## src/rtl/sync_pulse_multi.sv

```systemverilog
// Multi-channel synchronizer with edge-to-pulse conversion, sticky pending/overflow flags and ack handshake.
// Optional saturating per-channel event counters are built only when SYNC_PULSE_CNT_EN is defined.
module sync_pulse_multi #(
    parameter int CH        = 4,
    parameter int STAGES    = 2,
    parameter int EDGE_MODE = 0,
    parameter int CNT_W     = 8
) (
    input  logic                clk,
    input  logic                rst,
    input  logic [CH-1:0]       async_in,
    input  logic [CH-1:0]       ack,
    input  logic                cnt_clr,
    output logic [CH-1:0]       pulse_out,
    output logic [CH-1:0]       pending,
    output logic [CH-1:0]       overflow,
    output logic [CH*CNT_W-1:0] event_cnt
);

    for (genvar i = 0; i < CH; i++) begin : g_ch
        logic [STAGES-1:0] chain;
        logic              prev_q;
        logic              sync_lvl;
        logic              hit;
        logic              pulse_q;
        logic              pend_q;
        logic              ovf_q;

        always_ff @(posedge clk) begin
            if (rst) begin
                chain  <= '0;
                prev_q <= 1'b0;
            end else begin
                chain  <= {chain[STAGES-2:0], async_in[i]};
                prev_q <= chain[STAGES-1];
            end
        end

        assign sync_lvl = chain[STAGES-1];

        if (EDGE_MODE == 1) begin : g_fall
            assign hit = ~sync_lvl & prev_q;
        end else if (EDGE_MODE == 2) begin : g_both
            assign hit = sync_lvl ^ prev_q;
        end else begin : g_rise
            assign hit = sync_lvl & ~prev_q;
        end

        // A new edge outranks ack, so a same-cycle ack retires the old event without flagging overflow.
        always_ff @(posedge clk) begin
            if (rst) begin
                pulse_q <= 1'b0;
                pend_q  <= 1'b0;
                ovf_q   <= 1'b0;
            end else begin
                pulse_q <= hit;
                if (hit)
                    pend_q <= 1'b1;
                else if (ack[i])
                    pend_q <= 1'b0;
                if (hit && pend_q && !ack[i])
                    ovf_q <= 1'b1;
                else if (ack[i])
                    ovf_q <= 1'b0;
            end
        end

        assign pulse_out[i] = pulse_q;
        assign pending[i]   = pend_q;
        assign overflow[i]  = ovf_q;

`ifdef SYNC_PULSE_CNT_EN
        logic [CNT_W-1:0] cnt_q;

        always_ff @(posedge clk) begin
            if (rst)
                cnt_q <= '0;
            else if (cnt_clr)
                cnt_q <= CNT_W'(hit);
            else if (hit && (cnt_q != {CNT_W{1'b1}}))
                cnt_q <= cnt_q + 1'b1;
        end

        assign event_cnt[i*CNT_W +: CNT_W] = cnt_q;
`else
        assign event_cnt[i*CNT_W +: CNT_W] = '0;
`endif
    end

`ifndef SYNC_PULSE_CNT_EN
    logic cnt_clr_unused;
    assign cnt_clr_unused = cnt_clr;
`endif

endmodule

```

## config.mk

```make
export PLATFORM = sky130hd
export DESIGN_NAME = sync_pulse_multi
export DESIGN_NICKNAME = d
export VERILOG_FILES = /design/src/rtl/sync_pulse_multi.sv
export SDC_FILE = /design/constraint.sdc
export NUM_CORES = 1
export LEC_CHECK = 0
export ABC_AREA = 1
export CORE_MARGIN = 5
export CORE_UTILIZATION = 24
export DETAILED_ROUTE_END_ITERATION = 8
export MAX_ROUTING_LAYER = met4
export PLACE_DENSITY = 0.49
export SLEW_MARGIN = 20
export SYNTH_ARGS = -nofsm -noshare
export SYNTH_HDL_FRONTEND = slang
export SYNTH_SLANG_ARGS = --single-unit
```

## constraint.sdc

```tcl
create_clock -name clk -period 2.1 [get_ports clk]
set_clock_uncertainty 0.15 [all_clocks]
set_input_delay 0.525 -clock clk [delete_from_list [all_inputs] [get_ports clk]]
set_output_delay 0.525 -clock clk [all_outputs]
set_load 0.005 [all_outputs]
```

==> impl_metrics.yaml <==
cts:
  cts_setup_buffers: 0
  clockBufferDepth: 2
  path_clk_slew_ns: 0.08
  cts_hold_buffers: 0
  cts-root-buf: "clkbuf_8"
  cts_buffers: 3
  worstSkewPairLatency_ns: 0.26
  clkSinkCount: 24
  h-tree-depth: 1
  cts_resized: 0
  cts_tree: "yes"
routing:
  wire_per_inst_microns: 7.405
  vias: 656
  avgViaCountPerCell: 3.200
  ant_nets: 0
  remaining_drc_errors: 0
  wirelength_microns: 1518
  drt_iter0_drc: 14
  firstDrtPassIters: 2
layout:
  final_cells: 205
  mostFrequentLayoutCell: "conb_1"
  final_nets: 163
  areaGrowthSynthToFinish_pct: 12.32
  multi_input_area_sq_um: 322.8
  final_cell_mix: "32 x conb_1, 24 x inv_1, 24 x dfxtp_1"
  n_fill_cell: 517
  drive_above_1_share_pct: 5.960
  seqCellArea_sq_um: 480.5
  diodes: 0
power:
  p_sw_share_pct: 19.72
  clkPwrFrac_pct: 41.7
  power_switching_w: 0.0001864
  pwr-share-comb_pct: 8.1
  pwr-share-seq_pct: 50.2
  p_leak_nw: 0.5804
  ir_drop_v: 0.0003225
  powerDensity_nw_per_um2: 746.3
  p_int_w: 0.0007586
timing:
  tns_ns: 0
  min_period_ns: 1.791
  final.period_utilization_pct: 85.26
  finalSetupViolCount: 0
  hold_viol: 0
  holdWs_ns: 0.2522
  drv_slew: 0
  rsz0062_at_grt: "no"
  fmax_ghz: 0.5585
synth:
  yosys_warnings: 0
  yosys-top-cells-area: "dfxtp_1 43%, buf_4 29%, inv_1 8.0%"
  syn_inst: 140
  synth_area_leader_cell: "dfxtp_1"
  yosysSeqAreaShare_pct: 42.62
  syn_area_sq_um: 1127
  ys_seq_elements: 24
  synthDistinctLibCells: 12
  synth_top_area_share_pct: 42.62
  synth.avg_cell_area_sq_um: 8.052
placement:
  dp_cells: 201
  io_buffers: 21
  gp_congestion: 0.6504
  hpwl_microns: 1171
worst_setup_path:
  crit_arrival_ns: 1.12
  slowest_stage: "clkdlybuf4s50_1"
  critPathRequiredTime_ns: 1.42
  setup.worst_path.start: "g_ch[3].pend_q"
  cp_top_family: "buffers and inverters"
  critical_path_class: "reg2out"
  cp.buffers_inverters: 1
  cp_max_fo: 3
  r2r-start: "g_ch[2].chain[1]"
  cp-end-kind: "primary output"
  worstPathCellList: "clkdlybuf4s50_1"
  start_kind: "flop"
  slowest_delay_ns: 0.50
floorplanning:
  core_sq_um: 4629
  pin_count: 55
  start_util_pct: 24.35
  die_h_microns: 78.54
  die_w_microns: 78.54
  rows: 25
  dieArea_sq_um: 6168
global_routing:
  grt_max_degree: 22
  grt_pass1_wl_microns: 2408
  antenna_found_initial: 0
  grtUsageTotal_pct: 5.245
  first_global_vias: 557
  grt_overflow: 0
min_path:
  hold_start: "g_ch[3].chain[0]"
  hp-class: "reg2reg"
outcome:
  status: "finished clean"
job:
  cap_violations: 0
[cells in the mapped netlist, drive strengths merged]
master	number
a21oi	4
buf	46
conb	1
dfxtp	24
inv	25
nand2	12
nand3	8
nor2	20
[cells by family (layout without fill, tap and decap cells)]
family,after synthesis,in the layout,share of synthesized area [%]
AOI/OAI and AO/OA,4,4,1.776
DFF,24,24,42.62
other,1,32,0.3326
and+or+nand+nor,40,40,16.20
buffers and inverters,71,51,39.07
[final timing paths]
path / to / slack (ns) / depth (start not counted)
worst max-delay path: pending[3] / 0.31 / 1
worst min-delay path: g_ch[3].chain[1] / 0.25 / 2
worst max register to register: g_ch[2].ovf_q / 1.29 / 4
worst min register to register: g_ch[3].chain[1] / 0.25 / 2
[per-layer routing]
metal  vias to the layer above  GRT usage, %  part of all wire [%]
met2                        30         8.149                    46
met5                         -             -                     0
met3                         0         3.211                    12
met4                         0         1.049                     0
met1                       275         5.768                    42
li1                        351             -                     -
[through the flow]
step | power [W] | util [%] | setup WS (ns) | cell area (sq um)
finish | 0.0009449 | 27.35 | 0.3095 | 1266
global route | 0.001007 | 27.35 | 0.2261 | 1266
CTS | 0.0009684 | 27.35 | 0.2776 | 1266
detailed placement | 0.0005617 | 25.81 | 0.3882 | 1195
global placement | 0.0005610 | 25.81 | 0.3963 | 1195
floorplan | 0.0005754 | - | 1.001 | 1244
[flip-flops by register name (all words and copies together), names as in the netlist]
| signal | cells |
|---|---|
| g_ch.chain | 8 |
| g_ch.ovf_q | 4 |
| g_ch.pulse_q | 4 |
| g_ch.pend_q | 4 |
| g_ch.prev_q | 4 |
[worst reg2reg max path, delay by kind of cell, from the launching register on]
family        cells  cell delay (ns)
flops             1             0.33
simple gates      3             0.26
buf+inv           1             0.04
[power groups by stage]
| stage | sequential (W) | clock (W) | combinational [W] |
|---|---|---|---|
| global placement | 0.000485 | 0 | 0.0000761 |
| floorplan | 0.000484 | 0 | 0.0000912 |
| global route | 0.000476 | 0.000444 | 0.0000877 |
| detailed placement | 0.000485 | 0 | 0.0000766 |
| finish | 0.000474 | 0.000394 | 0.0000770 |
| CTS | 0.000474 | 0.000417 | 0.0000767 |
[cell type report]
type | count | share of cell area (%)
multi-input combinational | 76 | 25.49
sequential | 24 | 37.94
clock buffer | 3 | 3.261
tap | 54 | 5.336
timing repair buffer | 22 | 18.18
inverter | 25 | 7.411
clock inverter | 1 | 2.372
Power figures use the tool's default switching activity.
